--- src/rtl/mem_stage_pkg.sv ---
// mem_stage_pkg: shared constants and types for the RV32I memory stage.
//   - opcode constants (load, store, branch)
//   - func3 encodings for loads and stores
//   - FSM state type
//   - helper that decides alignment of an access from func3 and byte offset
package mem_stage_pkg;

    localparam int DEF_ADDR_WIDTH = 32;

    localparam logic [6:0] OPC_LOAD   = 7'b0000011;
    localparam logic [6:0] OPC_STORE  = 7'b0100011;
    localparam logic [6:0] OPC_BRANCH = 7'b1100011;

    localparam logic [2:0] F3_LB  = 3'b000;
    localparam logic [2:0] F3_LH  = 3'b001;
    localparam logic [2:0] F3_LW  = 3'b010;
    localparam logic [2:0] F3_LBU = 3'b100;
    localparam logic [2:0] F3_LHU = 3'b101;
    localparam logic [2:0] F3_SB  = 3'b000;
    localparam logic [2:0] F3_SH  = 3'b001;
    localparam logic [2:0] F3_SW  = 3'b010;

    typedef enum logic {
        S_IDLE = 1'b0,
        S_WAIT = 1'b1
    } state_t;

    // func3[1:0] carries the access size for both loads and stores:
    // 00 byte, 01 half, 10 word. Bytes can never be misaligned.
    function automatic logic is_misaligned(input logic [2:0] f3, input logic [1:0] off);
        case (f3[1:0])
            2'b01:   return off[0];
            2'b10:   return off != 2'b00;
            default: return 1'b0;
        endcase
    endfunction

endpackage

--- src/rtl/mem_stage_if.sv ---
// mem_stage_if: data-memory request/acknowledge bus.
//   o_dmem_req   request, held until ack or abandon
//   o_dmem_we    1 = store, 0 = load
//   o_dmem_addr  word-aligned byte address
//   o_dmem_wdata lane-shifted store data
//   o_dmem_be    byte enables
//   i_dmem_ack   memory completes the access this cycle
//   i_dmem_rdata read word, valid with i_dmem_ack
// Signal names are from the memory stage's point of view.
interface mem_stage_if #(
    parameter int ADDR_WIDTH = 32
);
    logic                  o_dmem_req;
    logic                  o_dmem_we;
    logic [ADDR_WIDTH-1:0] o_dmem_addr;
    logic [31:0]           o_dmem_wdata;
    logic [3:0]            o_dmem_be;
    logic                  i_dmem_ack;
    logic [31:0]           i_dmem_rdata;

    modport master (
        output o_dmem_req, o_dmem_we, o_dmem_addr, o_dmem_wdata, o_dmem_be,
        input  i_dmem_ack, i_dmem_rdata
    );

    modport slave (
        input  o_dmem_req, o_dmem_we, o_dmem_addr, o_dmem_wdata, o_dmem_be,
        output i_dmem_ack, i_dmem_rdata
    );
endinterface

--- src/rtl/mem_stage_load_align.sv ---
// mem_stage_load_align: combinational load formatter.
//   i_rdata  read word from memory
//   i_off    byte offset of the access within the word
//   i_func3  load type (LB/LH/LW/LBU/LHU)
//   o_data   lane-selected, sign/zero-extended result
module mem_stage_load_align
    import mem_stage_pkg::*;
(
    input  logic [31:0] i_rdata,
    input  logic [1:0]  i_off,
    input  logic [2:0]  i_func3,
    output logic [31:0] o_data
);
    logic [31:0] shifted;

    assign shifted = i_rdata >> {i_off, 3'b000};

    always_comb begin
        o_data = shifted;
        case (i_func3)
            F3_LB:   o_data = {{24{shifted[7]}}, shifted[7:0]};
            F3_LH:   o_data = {{16{shifted[15]}}, shifted[15:0]};
            F3_LBU:  o_data = {24'd0, shifted[7:0]};
            F3_LHU:  o_data = {16'd0, shifted[15:0]};
            default: o_data = shifted;
        endcase
    end
endmodule

--- src/rtl/mem_stage.sv ---
// mem_stage: RV32I memory stage.
// Accepts one instruction from Execute when idle. Non-memory instructions
// complete in one cycle; aligned loads/stores issue a data-memory request and
// stall Execute until ack or timeout. Misaligned accesses never reach memory.
//   clk, rst           clock, synchronous active-high reset
//   i_result..i_rd     instruction fields from Execute
//   i_ex_valid         Execute presents a valid instruction
//   o_stall            hold Execute (Moore, high while a request is outstanding)
//   dmem               data-memory bus (master side)
//   o_wb_*             registered writeback result
//   o_misaligned       1-cycle pulse with o_wb_valid for a misaligned access
//   o_bus_err          1-cycle pulse with o_wb_valid for an ack timeout
module mem_stage
    import mem_stage_pkg::*;
#(
    parameter int ADDR_WIDTH = DEF_ADDR_WIDTH,
    parameter int TIMEOUT    = 16
) (
    input  logic               clk,
    input  logic               rst,
    input  logic [31:0]        i_result,
    input  logic [31:0]        i_data_store,
    input  logic [2:0]         i_func3,
    input  logic [6:0]         i_opcode,
    input  logic [4:0]         i_rd,
    input  logic               i_ex_valid,
    output logic               o_stall,
    mem_stage_if.master        dmem,
    output logic               o_wb_valid,
    output logic               o_wb_en,
    output logic [4:0]         o_wb_rd,
    output logic [31:0]        o_wb_data,
    output logic               o_misaligned,
    output logic               o_bus_err
);
    state_t                state_q, state_d;
    logic                  req_q, req_d;
    logic                  we_q, we_d;
    logic [ADDR_WIDTH-1:0] addr_q, addr_d;
    logic [31:0]           wdata_q, wdata_d;
    logic [3:0]            be_q, be_d;
    logic [2:0]            func3_q, func3_d;
    logic [1:0]            off_q, off_d;
    logic [4:0]            rd_q, rd_d;
    logic [31:0]           result_q, result_d;
    logic [7:0]            cnt_q, cnt_d;
    logic                  wb_valid_q, wb_valid_d;
    logic                  wb_en_q, wb_en_d;
    logic [4:0]            wb_rd_q, wb_rd_d;
    logic [31:0]           wb_data_q, wb_data_d;
    logic                  mis_q, mis_d;
    logic                  berr_q, berr_d;

    logic                  is_mem;
    logic                  mis_now;
    logic [31:0]           load_val;
    logic [3:0]            st_be;
    logic [31:0]           st_wdata;

    assign is_mem  = (i_opcode == OPC_LOAD) || (i_opcode == OPC_STORE);
    assign mis_now = is_misaligned(i_func3, i_result[1:0]);

    // Store lane steering: replicate the datum across the word so the byte
    // enables alone select the target lanes.
    always_comb begin
        st_be    = 4'hF;
        st_wdata = i_data_store;
        if (i_opcode == OPC_STORE) begin
            case (i_func3[1:0])
                2'b00: begin
                    st_be    = 4'b0001 << i_result[1:0];
                    st_wdata = {4{i_data_store[7:0]}};
                end
                2'b01: begin
                    st_be    = 4'b0011 << i_result[1:0];
                    st_wdata = {2{i_data_store[15:0]}};
                end
                default: begin
                    st_be    = 4'hF;
                    st_wdata = i_data_store;
                end
            endcase
        end
    end

    mem_stage_load_align u_load_align (
        .i_rdata (dmem.i_dmem_rdata),
        .i_off   (off_q),
        .i_func3 (func3_q),
        .o_data  (load_val)
    );

    always_comb begin
        state_d    = state_q;
        req_d      = req_q;
        we_d       = we_q;
        addr_d     = addr_q;
        wdata_d    = wdata_q;
        be_d       = be_q;
        func3_d    = func3_q;
        off_d      = off_q;
        rd_d       = rd_q;
        result_d   = result_q;
        cnt_d      = cnt_q;
        wb_valid_d = 1'b0;
        wb_en_d    = 1'b0;
        wb_rd_d    = wb_rd_q;
        wb_data_d  = wb_data_q;
        mis_d      = 1'b0;
        berr_d     = 1'b0;

        case (state_q)
            S_IDLE: begin
                if (i_ex_valid) begin
                    if (!is_mem) begin
                        wb_valid_d = 1'b1;
                        wb_en_d    = (i_rd != 5'd0) && (i_opcode != OPC_BRANCH);
                        wb_rd_d    = i_rd;
                        wb_data_d  = i_result;
                    end else if (mis_now) begin
                        wb_valid_d = 1'b1;
                        wb_rd_d    = i_rd;
                        wb_data_d  = i_result;
                        mis_d      = 1'b1;
                    end else begin
                        req_d    = 1'b1;
                        we_d     = (i_opcode == OPC_STORE);
                        addr_d   = {i_result[ADDR_WIDTH-1:2], 2'b00};
                        wdata_d  = (i_opcode == OPC_STORE) ? st_wdata : 32'd0;
                        be_d     = st_be;
                        func3_d  = i_func3;
                        off_d    = i_result[1:0];
                        rd_d     = i_rd;
                        result_d = i_result;
                        cnt_d    = 8'd0;
                        state_d  = S_WAIT;
                    end
                end
            end
            S_WAIT: begin
                // Ack wins over a timeout landing in the same cycle.
                if (dmem.i_dmem_ack) begin
                    req_d      = 1'b0;
                    state_d    = S_IDLE;
                    wb_valid_d = 1'b1;
                    wb_rd_d    = rd_q;
                    if (we_q) begin
                        wb_data_d = result_q;
                        wb_en_d   = 1'b0;
                    end else begin
                        wb_data_d = load_val;
                        wb_en_d   = (rd_q != 5'd0);
                    end
                end else if (cnt_q == 8'(TIMEOUT - 1)) begin
                    req_d      = 1'b0;
                    state_d    = S_IDLE;
                    wb_valid_d = 1'b1;
                    wb_rd_d    = rd_q;
                    berr_d     = 1'b1;
                end else begin
                    cnt_d = cnt_q + 8'd1;
                end
            end
            default: state_d = S_IDLE;
        endcase
    end

    always_ff @(posedge clk) begin
        if (rst) begin
            state_q    <= S_IDLE;
            req_q      <= 1'b0;
            we_q       <= 1'b0;
            addr_q     <= '0;
            wdata_q    <= 32'd0;
            be_q       <= 4'd0;
            func3_q    <= 3'd0;
            off_q      <= 2'd0;
            rd_q       <= 5'd0;
            result_q   <= 32'd0;
            cnt_q      <= 8'd0;
            wb_valid_q <= 1'b0;
            wb_en_q    <= 1'b0;
            wb_rd_q    <= 5'd0;
            wb_data_q  <= 32'd0;
            mis_q      <= 1'b0;
            berr_q     <= 1'b0;
        end else begin
            state_q    <= state_d;
            req_q      <= req_d;
            we_q       <= we_d;
            addr_q     <= addr_d;
            wdata_q    <= wdata_d;
            be_q       <= be_d;
            func3_q    <= func3_d;
            off_q      <= off_d;
            rd_q       <= rd_d;
            result_q   <= result_d;
            cnt_q      <= cnt_d;
            wb_valid_q <= wb_valid_d;
            wb_en_q    <= wb_en_d;
            wb_rd_q    <= wb_rd_d;
            wb_data_q  <= wb_data_d;
            mis_q      <= mis_d;
            berr_q     <= berr_d;
        end
    end

    assign o_stall           = (state_q == S_WAIT);
    assign dmem.o_dmem_req   = req_q;
    assign dmem.o_dmem_we    = we_q;
    assign dmem.o_dmem_addr  = addr_q;
    assign dmem.o_dmem_wdata = wdata_q;
    assign dmem.o_dmem_be    = be_q;
    assign o_wb_valid        = wb_valid_q;
    assign o_wb_en           = wb_en_q;
    assign o_wb_rd           = wb_rd_q;
    assign o_wb_data         = wb_data_q;
    assign o_misaligned      = mis_q;
    assign o_bus_err         = berr_q;
endmodule

--- src/flat_wrapper.sv ---
// flat-port wrapper written by rule: the top's interface ports become plain ports
module mem_stage_flat import mem_stage_pkg::*;
#(
    parameter int ADDR_WIDTH = DEF_ADDR_WIDTH,
    parameter int TIMEOUT    = 16
)
  (clk, rst, i_result, i_data_store, i_func3, i_opcode, i_rd, i_ex_valid, o_stall, o_wb_valid, o_wb_en, o_wb_rd, o_wb_data, o_misaligned, o_bus_err, dmem_o_dmem_req, dmem_o_dmem_we, dmem_o_dmem_addr, dmem_o_dmem_wdata, dmem_o_dmem_be, dmem_i_dmem_ack, dmem_i_dmem_rdata);
  mem_stage_if #(.ADDR_WIDTH(ADDR_WIDTH)) dmem_i ();
  input  logic clk;
  input  logic rst;
  input  logic [31:0] i_result;
  input  logic [31:0] i_data_store;
  input  logic [2:0] i_func3;
  input  logic [6:0] i_opcode;
  input  logic [4:0] i_rd;
  input  logic i_ex_valid;
  output logic o_stall;
  output logic o_wb_valid;
  output logic o_wb_en;
  output logic [4:0] o_wb_rd;
  output logic [31:0] o_wb_data;
  output logic o_misaligned;
  output logic o_bus_err;
  output wire logic [$bits(dmem_i.o_dmem_req)-1:0] dmem_o_dmem_req;
  output wire logic [$bits(dmem_i.o_dmem_we)-1:0] dmem_o_dmem_we;
  output wire logic [$bits(dmem_i.o_dmem_addr)-1:0] dmem_o_dmem_addr;
  output wire logic [$bits(dmem_i.o_dmem_wdata)-1:0] dmem_o_dmem_wdata;
  output wire logic [$bits(dmem_i.o_dmem_be)-1:0] dmem_o_dmem_be;
  input wire logic [$bits(dmem_i.i_dmem_ack)-1:0] dmem_i_dmem_ack;
  input wire logic [$bits(dmem_i.i_dmem_rdata)-1:0] dmem_i_dmem_rdata;
  assign dmem_o_dmem_req = dmem_i.o_dmem_req;
  assign dmem_o_dmem_we = dmem_i.o_dmem_we;
  assign dmem_o_dmem_addr = dmem_i.o_dmem_addr;
  assign dmem_o_dmem_wdata = dmem_i.o_dmem_wdata;
  assign dmem_o_dmem_be = dmem_i.o_dmem_be;
  assign dmem_i.i_dmem_ack = dmem_i_dmem_ack;
  assign dmem_i.i_dmem_rdata = dmem_i_dmem_rdata;
  mem_stage #(.ADDR_WIDTH(ADDR_WIDTH), .TIMEOUT(TIMEOUT)) u_core (.clk(clk), .rst(rst), .i_result(i_result), .i_data_store(i_data_store), .i_func3(i_func3), .i_opcode(i_opcode), .i_rd(i_rd), .i_ex_valid(i_ex_valid), .o_stall(o_stall), .dmem(dmem_i), .o_wb_valid(o_wb_valid), .o_wb_en(o_wb_en), .o_wb_rd(o_wb_rd), .o_wb_data(o_wb_data), .o_misaligned(o_misaligned), .o_bus_err(o_bus_err));
endmodule
--- config.mk ---
export PLATFORM = sky130hd
export DESIGN_NAME = mem_stage_flat
export DESIGN_NICKNAME = d
export VERILOG_FILES = /design/src/rtl/mem_stage_pkg.sv /design/src/rtl/mem_stage_if.sv /design/src/rtl/mem_stage_load_align.sv /design/src/rtl/mem_stage.sv /design/src/flat_wrapper.sv
export SDC_FILE = /design/constraint.sdc
export NUM_CORES = 1
export LEC_CHECK = 0
export BUFFER_PORTS_ARGS = -buffer_cell sky130_fd_sc_hd__buf_2
export CORE_MARGIN = 10
export CORE_UTILIZATION = 55
export CTS_CLUSTER_SIZE = 25
export DETAILED_ROUTE_END_ITERATION = 8
export MAX_ROUTING_LAYER = met4
export PLACE_DENSITY = 0.86
export SETUP_SLACK_MARGIN = 0.3
export SKIP_LAST_GASP = 1
export SLEW_MARGIN = 10
export SYNTH_ARGS = -nofsm -noshare
export SYNTH_HDL_FRONTEND = slang
export SYNTH_SLANG_ARGS = --single-unit
--- constraint.sdc ---
create_clock -name clk -period 6.1 [get_ports clk]
set_clock_uncertainty 0.2 [all_clocks]
set_input_delay 0.915 -clock clk [delete_from_list [all_inputs] [get_ports clk]]
set_output_delay 0.915 -clock clk [all_outputs]
set_load 0.01 [all_outputs]
==> results.json, run 1 <==
{
  "ys_seq_area_share_pct": 38.67,
  "met2_length_microns": 10420,
  "rsz0062_at_grt": "false",
  "period_minus_slack_ns": 3.529,
  "grt_overflow": 0,
  "nets": 1095,
  "grt_pass1_wl_microns": 33730,
  "dp_slack_ns": 2.220,
  "syn-instance-count": 792,
  "drt-met1-wl_microns": 8765,
  "gp_congestion": 0.9237,
  "reg2reg_from": "u_core.result_q[1]$_SDFFE_PP0P_",
  "die_w_microns": 129.8,
  "initial_utilization_pct": 55.63,
  "crit_arrival_ns": 3.66,
  "fmax_mhz": 283.3,
  "routed-via-count": 6848,
  "drtAntennaViolNets": 0,
  "synth_cell_types": 70,
  "drtIter0Drc": 673,
  "crit_family": "simple AND/OR/NAND/NOR gates",
  "finalSetupViolCount": 0,
  "critPathMaxFanout": 47,
  "status": "completed",
  "cts_tree": "yes",
  "drive_gt1_share_pct": 31.91,
  "syn_area_sq_um": 6626,
  "ir_worst_vdd_v": 0.0001511,
  "timing.rr.end": "u_core.o_wb_data[10]$_SDFFE_PP0P_",
  "final_common_cell": "buf_2",
  "synthArstFlopShare_pct": 0,
  "hold_depth": 2,
  "viasPerCell": 6.028,
  "hold_buffers": 0,
  "clock_path_buffers": 2,
  "final_hold_viol_count": 0,
  "path_buf_inv": 2,
  "detail_route.wl_per_cell_microns": 19.53,
  "top_layer": "met4",
  "finalCritPeriodShare_pct": 57.86,
  "min_from": "u_core.dmem.o_dmem_wdata[22]$_SDFFE_PP0P_",
  "reg2reg_slack_ns": 3.60,
  "coreArea_sq_um": 11910,
  "ff2ff_path_depth": 6,
  "grt_max_degree": 85,
  "antenna_found_initial": 1,
  "clock-sinks": 128,
  "ios": 227,
  "hold-path-endpoint": "u_core.dmem.o_dmem_wdata[22]$_SDFFE_PP0P_",
  "io_buffers": 224,
  "layout_common_cells": "223 x buf_2, 132 x nand2_1, 126 x dfxtp_1, 76 x a21oi_1, 46 x o21ai_0",
  "worstPathRequired_ns": 6.23,
  "cts_setup_buffers": 0,
  "hold_path_class": "reg2reg",
  "crit_type": "in2reg",
  "grt_pass1_vias": 6577,
  "setup_ws_ns": 2.571,
  "die-height_microns": 129.8,
  "routed_wl_microns": 22190,
  "fin_cells": 1136,
  "clk_pin_slew_ns": 0.05,
  "insertion_delay_ns": 0.43,
  "leakage_nw": 3.442,
  "globalRouteTotalUtil_pct": 25.98,
  "num_rows": 40,
  "yosysWarnings": 0,
  "dieArea_sq_um": 16840,
  "synth-main-ff-cell": "dfxtp_1",
  "dp_cells": 1103,
  "regArea_sq_um": 2565,
  "cts_resized": 0,
  "nFillCells": 996,
  "cap_violations": 0,
  "wl_met3_microns": 2497,
  "ctsHtreeMaxLevel": 4,
  "slew_viol_final": 0,
  "cp_cell_sequence": "buf_2 > inv_1 > ha_1 > o211a_1 > or2_4 > nor2_4 > nor2_1 > a311oi_1",
  "first_pass_iters": 7,
  "syn_area_per_cell_sq_um": 8.367,
  "fin_tns_setup_ns": 0,
  "max_stage_delay_ns": 0.93,
  "ys_seq_elements": 128,
  "slowest_stage": "nor2_4",
  "cts_buffers": 17,
  "synth-edff-count": 0,
  "end_kind": "flip-flop",
  "root_buffer": "clkbuf_16",
  "cp-start-kind": "input port",
  "syn2layout_area_growth_pct": 24.30,
  "max_slew_margin_pct": 19.08,
  "power_density_nw_per_um2": 254.1,
  "drcViolationCount": 0,
  "worst_pin_slew_ns": 1.211,
  "multi_input_area_sq_um": 3660,
  "dpl.hpwl_microns": 15690
}
==> stage by stage <==
step                area, sq um  hold WS (ns)  util, %  total power, mW
global placement           7656        0.2294    64.28            1.100
CTS                        8232        0.2500    69.11            2.093
global route               8234        0.2846    69.13            2.156
finish                     8237        0.2487    69.15            2.093
floorplan                  6630        0.2434        -            1.010
detailed placement         7656        0.2374    64.28            1.104
==> area by class of cell <==
cell class	instances	share of cell area [%]
repair buffers	232	14.37
clock inverters	6	0.9722
clock buffers	25	6.015
inverters	17	0.7747
well taps	147	2.233
diodes	2	0.06076
multi-input cells	579	44.43
flip-flops and latches	128	31.14
==> power by group <==
group	leakage, nW	internal [mW]	switching (mW)	total, mW
Combinational	2.11	0.0910	0.132	0.223
Clock	0.287	0.639	0.363	1.00
Sequential	1.04	0.856	0.0122	0.868
==> cells in the mapped netlist (13+ instances only) <==
cell type / instances / area, sq um
nand2b_1: 13 / 81.33
nor2b_1: 20 / 125.1
clkbuf_1: 36 / 135.1
nand3_1: 15 / 75.07
a21oi_1: 76 / 380.4
o21ai_0: 46 / 230.2
mux2i_1: 27 / 270.3
a22o_1: 17 / 148.9
inv_1: 17 / 63.81
nor2_1: 37 / 138.9
dfxtp_1: 128 / 2562
o22ai_1: 14 / 87.58
nand2_1: 132 / 495.5
==> layer usage <==
metal  vias up  track usage, %
met5         -               -
met4         0           9.259
met3        52           8.803
met2       401           40.82
met1      3183           30.46
li1       3212               -
==> state kept, by name (all words and copies together) (netlist names), 3 cells and up <==
name                      flops
u_core.func3_q                3
u_core.dmem.o_dmem_wdata     32
u_core.dmem.o_dmem_be         4
u_core.o_wb_rd                5
u_core.result_q              31
u_core.o_wb_data             32
u_core.rd_q                   5
u_core.cnt_q                  8
==> worst max-delay path by stage <==
stage | to | start | depth (start not counted)
floorplan | u_core.o_wb_data[10]$_SDFFE_PP0P_ | i_func3[1] | 10
global placement | u_core.dmem.o_dmem_be[3]$_SDFFE_PP0P_ | i_func3[1] | 8
detailed placement | u_core.dmem.o_dmem_be[3]$_SDFFE_PP0P_ | i_func3[1] | 8
CTS | u_core.dmem.o_dmem_be[3]$_SDFFE_PP0P_ | i_func3[1] | 8
global route | u_core.dmem.o_dmem_be[1]$_SDFFE_PP0P_ | i_func3[1] | 8
finish | u_core.dmem.o_dmem_be[3]$_SDFFE_PP0P_ | i_func3[1] | 8
==> worst reg2reg max path, stage by stage (launching register included) <==
cell and delay, ns:
dfxtp_1 0.36, buf_4 0.35, mux4_2 0.57, nor2b_1 0.15
o41a_1 0.45, nand3_1 0.16, a311oi_2 0.10
==> logic make-up (layout without fill, tap and decap cells) <==
logic type	count (synthesis)	after routing	synth area share [%]
and+or+nand+nor	281	281	21.32
AOI/OAI and AO/OA	258	258	27.51
DFF	128	128	38.67
buffers and inverters	86	280	6.269
muxes	32	32	5.098
adders and majority gates	5	5	0.9441
other	1	4	0.05659
xor gates and xnor gates	1	1	0.1322
Power figures use the tool's default switching activity.
==> run 2: changes to the inputs <==
--- a/config.mk
+++ b/config.mk
@@ -7,11 +7,11 @@
 export LEC_CHECK = 0
 export BUFFER_PORTS_ARGS = -buffer_cell sky130_fd_sc_hd__buf_2
 export CORE_MARGIN = 10
-export CORE_UTILIZATION = 55
+export CORE_UTILIZATION = 46
 export CTS_CLUSTER_SIZE = 25
 export DETAILED_ROUTE_END_ITERATION = 8
 export MAX_ROUTING_LAYER = met4
-export PLACE_DENSITY = 0.86
+export PLACE_DENSITY = 0.77
 export SETUP_SLACK_MARGIN = 0.3
 export SKIP_LAST_GASP = 1
 export SLEW_MARGIN = 10
==> constraint.sdc (replaced) <==
create_clock -name clk -period 3.15 [get_ports clk]
set_clock_uncertainty 0.2 [all_clocks]
set_input_delay 0.4725 -clock clk [delete_from_list [all_inputs] [get_ports clk]]
set_output_delay 0.4725 -clock clk [all_outputs]
set_load 0.01 [all_outputs]
==> run 2 against run 1 <==
Net effect: clock-buffer cell count is 6 lower; flip-flop and latch count stayed put; critical path depth unchanged; power increased by 99%; register-to-register slack got worse by 2.8 ns; final cell count rose by 3.8%; worst setup slack worse by 1.8 ns; sequential power grew 94%; global-route usage fell by 3.5 points; cell area grew 1.9%; core utilization fell by 9.2 points; largest cell class unchanged; highest routed layer unchanged.
==> results.json, run 2 (synthesis gave the netlist of run 1 again) <==
{
  "final_hold_viol_count": 0,
  "syn2layout_area_growth_pct": 26.62,
  "grt_pass1_wl_microns": 35220,
  "hold_path_class": "in2reg",
  "die_w_microns": 140.0,
  "root_buffer": "clkbuf_16",
  "drtIter0Drc": 525,
  "clock-sinks": 128,
  "ff2ff_path_depth": 6,
  "switchingPower_mw": 1.011,
  "p_int_mw": 3.148,
  "cp-start-kind": "input port",
  "max_stage_delay_ns": 0.36,
  "drtAntennaViolNets": 0,
  "grt_max_degree": 47,
  "worst_pin_slew_ns": 0.7103,
  "crit_type": "in2reg",
  "dieArea_sq_um": 19610,
  "hold_buffers": 0,
  "crit_arrival_ns": 2.48,
  "grt_overflow": 0,
  "critPathMaxFanout": 25,
  "slew_viol_final": 0,
  "routed-via-count": 6791,
  "io_buffers": 224,
  "pwr-share-comb_pct": 10.5,
  "ios": 227,
  "seq_power_share_pct": 40.4,
  "nets": 1105,
  "fin_tns_setup_ns": 0,
  "reg2reg_slack_ns": 0.81,
  "cts_resized": 0,
  "ctsHtreeMaxLevel": 4,
  "layout_common_cells": "223 x buf_2, 132 x nand2_1, 126 x dfxtp_1, 76 x a21oi_1, 46 x o21ai_0",
  "detail_route.wl_per_cell_microns": 19.17,
  "gp_congestion": 0.9447,
  "power.share.clock_pct": 49.1,
  "clk_pin_slew_ns": 0.06,
  "die-height_microns": 140.0,
  "viasPerCell": 5.760,
  "insertion_delay_ns": 0.42,
  "finalSetupViolCount": 0,
  "cts_tree": "yes",
  "cap_violations": 0,
  "cts_setup_buffers": 0,
  "drcViolationCount": 0,
  "nFillCells": 1288,
  "leakage_nw": 3.501,
  "status": "completed",
  "worstSetupStartpoint": "i_func3[1]",
  "period_minus_slack_ns": 2.397,
  "coreArea_sq_um": 13990,
  "clock_path_buffers": 2,
  "slowest_stage": "o21a_4",
  "power_density_nw_per_um2": 495.7,
  "grt_pass1_vias": 6713,
  "routed_wl_microns": 22600,
  "globalRouteTotalUtil_pct": 22.51,
  "cts_buffers": 17,
  "ir_worst_vdd_v": 0.0003924,
  "finalCritPeriodShare_pct": 76.11,
  "fmax_mhz": 417.1,
  "fin_cells": 1179,
  "drive_gt1_share_pct": 32.80,
  "worstPathRequired_ns": 3.23,
  "cp_cell_sequence": "buf_2 > inv_1 > ha_1 > and3_1 > or2_4 > o21a_4 > o21ai_2 > o22ai_1",
  "timing.rr.end": "u_core.o_wb_data[12]$_SDFFE_PP0P_",
  "rsz0062_at_grt": "false",
  "initial_utilization_pct": 47.37,
  "dp_cells": 1146,
  "final_common_cell": "buf_2",
  "antenna_found_initial": 1,
  "switching_share_pct": 24.31,
  "first_pass_iters": 5,
  "reg2reg_from": "u_core.result_q[0]$_SDFFE_PP0P_",
  "max_slew_margin_pct": 52.65,
  "end_kind": "flip-flop",
  "endpoint": "u_core.o_wb_data[17]$_SDFFE_PP0P_",
  "num_rows": 43,
  "dpl.hpwl_microns": 16520
}
[run 2: per-stage QoR]
step                util (%)  hold slack [ns]  area (sq um)  total power, mW  worst slack (ns)
finish                 59.98          0.09038          8391            4.159            0.7526
global route           59.96          0.07289          8388            4.298            0.5774
CTS                    59.95          0.07116          8386            4.182            0.7809
detailed placement     55.65           0.2378          7785            2.148            0.3443
global placement       55.65           0.2277          7785            2.142            0.4176
floorplan                  -           0.2434          6630            1.955            0.4391
[run 2: power groups by stage]
stage               sequential [mW]  combinational (mW)  clock [mW]
floorplan                      1.73               0.226           0
global placement               1.72               0.427           0
detailed placement             1.72               0.432           0
CTS                            1.68               0.434        2.07
global route                   1.68               0.473        2.14
finish                         1.68               0.435        2.04
[run 2: layer usage]
layer	vias to the layer above	global-route usage (%)	part of all wire, %
met5	-	-	0
li1	3227	-	-
met3	33	7.606	9.6
met1	3211	26.40	41
met4	0	7.663	1.8
met2	320	35.44	47
[run 2: critical path, delay by kind of cell]
family | cells | cell delay, ns
AND/OR/NAND/NOR | 2 | 0.48
adder cells (fa/ha/maj) | 1 | 0.31
AO/OA/AOI/OAI | 3 | 0.84
buffers and inverters | 2 | 0.36
[run 2: cell type report]
class / count / area, sq um / share of cell area [%]
clock inverter: 12 / 167.7 / 1.998
inverter: 17 / 63.81 / 0.7605
tap: 180 / 225.2 / 2.684
antenna: 2 / 5.005 / 0.05965
sequential: 128 / 2565 / 30.57
multi-input combinational: 579 / 3660 / 43.62
clock buffer: 19 / 432.9 / 5.160
timing repair buffer: 242 / 1271 / 15.15
[run 2: how the worst min path moves through the flow]
stage | depth (start not counted) | endpoint | start | slack, ns
2_1_floorplan | 2 | u_core.rd_q[3]$_SDFFE_PP0P_ | u_core.rd_q[3]$_SDFFE_PP0P_ | 0.24
3_3_place_gp | 2 | u_core.dmem.o_dmem_wdata[23]$_SDFFE_PP0P_ | u_core.dmem.o_dmem_wdata[23]$_SDFFE_PP0P_ | 0.23
3_5_place_dp | 2 | u_core.dmem.o_dmem_wdata[23]$_SDFFE_PP0P_ | u_core.dmem.o_dmem_wdata[23]$_SDFFE_PP0P_ | 0.24
4_1_cts | 2 | u_core.o_bus_err$_SDFF_PP0_ | dmem_i_dmem_ack | 0.07
5_1_grt | 2 | u_core.o_bus_err$_SDFF_PP0_ | dmem_i_dmem_ack | 0.07
6_report | 2 | u_core.o_bus_err$_SDFF_PP0_ | dmem_i_dmem_ack | 0.09
